### src/rtl/mips_multicycle.sv
// mips_multicycle: multicycle MIPS core with one shared wait-stated memory port.
// One ALU is reused across FETCH/DECODE/EXEC; illegal opcodes halt or retire as NOP.
module mips_multicycle #(
  parameter logic [31:0] RESET_PC        = 32'h0000_0000,
  parameter bit          HALT_ON_ILLEGAL = 1'b1
) (
  input  logic        clk,
  input  logic        reset,
  output logic [31:0] mem_addr,
  output logic        mem_re,
  output logic        mem_we,
  output logic [31:0] mem_wdata,
  input  logic [31:0] mem_rdata,
  input  logic        mem_ready,
  output logic        retire,
  output logic        halted
);
  typedef enum logic [3:0] {
    FETCH, DECODE, MEMADR, MEMRD, MEMWB, MEMWR, EXEC,
    ALUWB, ADDIEX, ADDIWB, BRANCH, JUMP, HALT
  } state_t;
  state_t state, next;
  logic [31:0] pc, ir, a, b, alu_out, mdr, sext, alu_a, alu_b, alu_y, wr_dat;
  logic [31:0] rf [32];
  logic [5:0] op, fn;
  logic [4:0] wr_idx;
  logic r_ok, legal, take, wr_en;
  assign op = ir[31:26];
  assign fn = ir[5:0];
  assign sext = {{16{ir[15]}}, ir[15:0]};
  assign r_ok = fn inside {6'h20, 6'h22, 6'h24, 6'h25, 6'h2a};
  assign legal = (op == 6'h00 && r_ok) || op inside {6'h23, 6'h2b, 6'h04, 6'h05, 6'h08, 6'h02};
  assign take = (op == 6'h04) ? a == b : a != b;
  // FETCH computes PC+4, DECODE the branch target, later states the data path
  assign alu_a = (state == FETCH || state == DECODE) ? pc : a;
  assign alu_b = state == FETCH ? 32'd4 : state == DECODE ? {sext[29:0], 2'b00} :
                 state == EXEC ? b : sext;
  assign alu_y = state != EXEC ? alu_a + alu_b :
                 fn == 6'h22 ? alu_a - alu_b :
                 fn == 6'h24 ? alu_a & alu_b :
                 fn == 6'h25 ? alu_a | alu_b :
                 fn == 6'h2a ? {31'd0, $signed(alu_a) < $signed(alu_b)} : alu_a + alu_b;
  assign wr_en = state inside {MEMWB, ALUWB, ADDIWB};
  assign wr_idx = state == ALUWB ? ir[15:11] : ir[20:16];
  assign wr_dat = state == MEMWB ? mdr : alu_out;
  always_ff @(posedge clk or negedge reset)
    if (!reset) begin
      state <= FETCH;
      pc <= RESET_PC;
      ir <= '0;
      a <= '0;
      b <= '0;
      alu_out <= '0;
      mdr <= '0;
      for (int i = 0; i < 32; i++) rf[i] <= '0;
    end else begin
      state <= next;
      if (state == FETCH && mem_ready) begin
        ir <= mem_rdata;
        pc <= alu_y;
      end
      if (state == DECODE) begin
        a <= rf[ir[25:21]];
        b <= rf[ir[20:16]];
      end
      if (state inside {DECODE, MEMADR, EXEC, ADDIEX}) alu_out <= alu_y;
      if (state == MEMRD && mem_ready) mdr <= mem_rdata;
      if (state == BRANCH && take) pc <= alu_out;
      if (state == JUMP) pc <= {pc[31:28], ir[25:0], 2'b00};
      if (wr_en && wr_idx != 5'd0) rf[wr_idx] <= wr_dat;
    end
  always_comb begin
    next = state;
    case (state)
      FETCH:  next = mem_ready ? DECODE : FETCH;
      DECODE: next = !legal ? (HALT_ON_ILLEGAL ? HALT : FETCH) :
                     (op == 6'h23 || op == 6'h2b) ? MEMADR :
                     op == 6'h00 ? EXEC :
                     op == 6'h08 ? ADDIEX :
                     op == 6'h02 ? JUMP : BRANCH;
      MEMADR: next = op == 6'h23 ? MEMRD : MEMWR;
      MEMRD:  next = mem_ready ? MEMWB : MEMRD;
      MEMWR:  next = mem_ready ? FETCH : MEMWR;
      EXEC:   next = ALUWB;
      ADDIEX: next = ADDIWB;
      HALT:   next = HALT;
      default: next = FETCH;
    endcase
  end
  // state resets to FETCH, so only the fetch request needs gating by reset
  assign mem_re = reset && (state == FETCH || state == MEMRD);
  assign mem_we = state == MEMWR;
  assign mem_addr = state == FETCH ? pc : alu_out;
  assign mem_wdata = mem_we ? b : 32'd0;
  assign halted = state == HALT;
  assign retire = state inside {MEMWB, ALUWB, ADDIWB, BRANCH, JUMP} ||
                  (state == MEMWR && mem_ready) ||
                  (state == DECODE && !legal && !HALT_ON_ILLEGAL);
endmodule

### config.mk
export PLATFORM = sky130hd
export DESIGN_NAME = mips_multicycle
export DESIGN_NICKNAME = d
export VERILOG_FILES = /design/src/rtl/mips_multicycle.sv
export SDC_FILE = /design/constraint.sdc
export NUM_CORES = 2
export LEC_CHECK = 0
export CAP_MARGIN = 20
export CORE_UTILIZATION = 25
export CTS_BUF_LIST = sky130_fd_sc_hd__clkbuf_2
export CTS_CLUSTER_SIZE = 24
export DETAILED_ROUTE_END_ITERATION = 10
export HOLD_SLACK_MARGIN = 0.1
export PLACE_DENSITY = 0.42
export SETUP_SLACK_MARGIN = 0.02
export SLEW_MARGIN = 5
export SYNTH_ARGS = -nofsm -noshare
export SYNTH_HDL_FRONTEND = slang
export SYNTH_SLANG_ARGS = --single-unit
### constraint.sdc
create_clock -name clk -period 6 [get_ports clk]
set_input_delay 1.2 -clock clk [delete_from_list [all_inputs] [get_ports clk]]
set_output_delay 1.2 -clock clk [all_outputs]
set_load 0.05 [all_outputs]
==> qor.yml <==
synthesis:
  synth_edf_count: 0
  synth_area_leaders: "dfrtp_1 46%, mux4_2 22%, a21oi_1 5.0%, nand2_1 4.2%, nor2_1 3.9%"
  netlist_area_um2: 66600
  synth_flop_cell: "dfrtp_1"
  yosysUniqueCellTypes: 86
  synth.top_cell.area_share_pct: 45.8
  syn_area_per_cell_um2: 11.0
  netlist_top_cells_count: "1220 x dfrtp_1, 743 x nand2_1, 699 x nor2_1"
  syn_inst: 6079
  yosys_warnings: 0
  ys_ff_latch: 1220
  async_flop_share_pct: 100
  synth_nets: 6212
  synth.most_common_cell: "dfrtp_1"
  synth_top_cell_by_area: "dfrtp_1"
  synth.yosys.seq_area_share_pct: 45.8
drt:
  drtIter0Drc: 4288
  drc: 100
  ant_nets: 0
  wl_mm: 256
  routed_via_density: 5.08
  wl_per_cell_um: 25.8
  dr.pass1.iters: 9
  vias: 50400
floorplan:
  num_rows: 189
  ioPinCount: 103
  core-area_um2: 265000
  die_area_um2: 269000
  die_h_um: 518
  dieWidth_um: 518
  start_util_pct: 25.1
sta:
  finalSetupTns_ns: 0
  report.final.slew_viol_count: 0
  max_slew_margin_pct: 15.8
  finClkSkew_ns: 0.138
  fmax_mhz: 173
  setup_viol: 0
  hold_viol: 0
  post-route-min-period_ns: 5.77
  tightest_slew_ns: 1.26
  grt_setup_unrepaired: "no"
  period_share_pct: 96.1
worst_setup_path:
  path_max_fanout: 22
  cpPeakStageDelay_ns: 0.90
  r2r_slack_ns: 0.76
  slowest_stage: "clkdlybuf4s50_1"
  crit_type: "reg -> out"
  worstPathArrival_ns: 4.57
  cp-start-kind: "flip-flop"
  r2r_start: "state[1]$_DFF_PN0_"
  crit_chain: "buf_4 > or2_1 > nor3_2 > buf_4 > nand2_1 > o21ai_0 > clkdlybuf4s50_1"
  worst-r2r-cell-count: 16
  cp_common_cell: "buf_4"
  reg2reg_to: "alu_out[30]$_DFFE_PN0P_"
  cp-end-kind: "output pin"
  crit_required_ns: 4.80
cts:
  numCtsBuffers: 347
  clkLatencyLatePin_ns: 1.82
  root_buffer: "clkbuf_2"
  cts_tree: "built"
  cts.clk_slew.worst_paths_ns: 0.09
  clock_sinks: 1220
  htree_levels: 5
  clock_path_buffers: 4
worst_hold_path:
  holdPathStages: 0
  worstHoldStart: "rf[1001]$_DFFE_PN0P_"
  hold_end: "rf[1001]$_DFFE_PN0P_"
  hold_path.class: "reg -> reg"
grt:
  grt_max_degree: 168
  grt_pass1_vias: 51600
  globalRouteOverflowTotal: 0
  grt_pass1_wl_mm: 375
  antenna_found_initial: 12
  grt_usage_pct: 19.0
run:
  maxCapViolations: 0
power_and_ir_drop:
  power_leakage_nw: 32.0
  peakVddDrop_mv: 0.419
  finalPower_w: 0.0462
  powerDensity_nw_per_um2: 612
place:
  hpwl_mm: 154
  io_buffers: 102
  routabilityCongestion: 0.925
cells_and_area:
  nets: 6281
  drive_gt1_share_pct: 24.2
  area_delta_synth_final_pct: 13.2
outcome:
  violations: "design-rule violations"
  outcome: "finished, violations left"
-- worst max-delay path, delay by kind of cell (launching register included) --
kind	cells	cell delay [ns]
AO/OA/AOI/OAI	1	0.19
AND/OR/NAND/NOR	3	0.70
buffers and inverters	3	1.46
flip-flops	1	0.42
-- metal layers --
layer  vias to the layer above  share of wire [%]  GRT usage (%)
met2                      1616                 46           29.9
met1                     26100                 46           26.7
met4                         4                2.6           5.81
met3                       400                5.3           2.90
li1                      22300                  -              -
met5                         -             0.0082              0
-- cell usage in the layout (no fill, tap or decap), drive strengths merged, types with 43 or more instances in the layout --
| cell type | count |
|---|---|
| a21oi | 666 |
| dfrtp | 1220 |
| buf | 174 |
| ha | 96 |
| nand2 | 743 |
| inv | 111 |
| xnor2 | 63 |
| clkdlybuf4s50 | 88 |
| a21o | 43 |
| clkinv | 52 |
| mux2i | 131 |
| mux2 | 79 |
| mux4 | 640 |
| o21ai | 610 |
| nor2 | 699 |
| clkbuf | 516 |
-- metrics by stage --
stage | worst slack [ns] | util, % | hold slack (ns) | area, µm² | std cells
6_report | 0.232 | 28.5 | 0.401 | 75400 | 9920
5_1_grt | 0.0214 | 28.5 | 0.404 | 75400 | 9916
4_1_cts | 0.0232 | 28.4 | 0.256 | 75400 | 9907
3_3_place_gp | 0.799 | 27.2 | 0.377 | 72000 | 9290
2_1_floorplan | 1.22 | - | 0.441 | 66600 | 6079
3_5_place_dp | 0.797 | 27.2 | 0.383 | 72100 | 9294
-- sequential cells by signal, summed over array words and instances (netlist names) --
name / count
a: 32
state: 4
ir: 32
alu_out: 32
pc: 32
mdr: 32
b: 32
rf: 1024
-- report_power, final --
part	internal [W]	leakage [nW]	switching, W
sequential	0.0112	16.1	0.00319
combinational	0.0107	13.6	0.0149
clock	0.00242	2.32	0.00375
-- how the worst max path moves through the flow --
stage,from,endpoint,slack (ns),cells past startpoint
CTS,state[0]$_DFF_PN0_,mem_addr[18],0.02,6
detailed placement,state[1]$_DFF_PN0_,alu_out[30]$_DFFE_PN0P_,0.80,16
floorplan,state[0]$_DFF_PN0_,alu_out[30]$_DFFE_PN0P_,1.22,22
global placement,state[1]$_DFF_PN0_,alu_out[30]$_DFFE_PN0P_,0.80,16
global route,state[0]$_DFF_PN0_,mem_addr[7],0.02,7
finish,state[0]$_DFF_PN0_,mem_addr[7],0.23,7
-- what timing repair did --
action	in CTS	in global routing
hold endpoints to repair	541	0
setup endpoints to repair	52	0
hold buffers	36	0
buffers inserted	0	0
gates resized for setup	17	0
-- kinds of logic (layout without fill, tap and decap cells) --
kind of cell | Yosys count | count (layout) | share of synthesized area [%]
DFF | 1220 | 1220 | 45.8
other | 0 | 11 | 0
AOI/OAI and AO/OA | 1516 | 1516 | 12.6
and+or+nand+nor | 1628 | 1628 | 9.84
muxes | 850 | 850 | 24.9
xor gates and xnor gates | 71 | 71 | 0.933
adders and majority gates | 98 | 98 | 1.86
buffers and inverters | 696 | 993 | 3.98
-- area by class of cell --
cell class                      instances  area (µm²)
Antenna cell                           11        27.5
Clock buffer                          516        2580
Clock inverter                         61         343
Fill cell                           27600      190000
Inverter                              106         398
Multi-Input combinational cell       4163       33900
Sequential cell                      1220       30600
Tap cell                             3533        4420
Timing Repair Buffer                  310        3180
No activity file was read; power rests on OpenSTA's default activity.
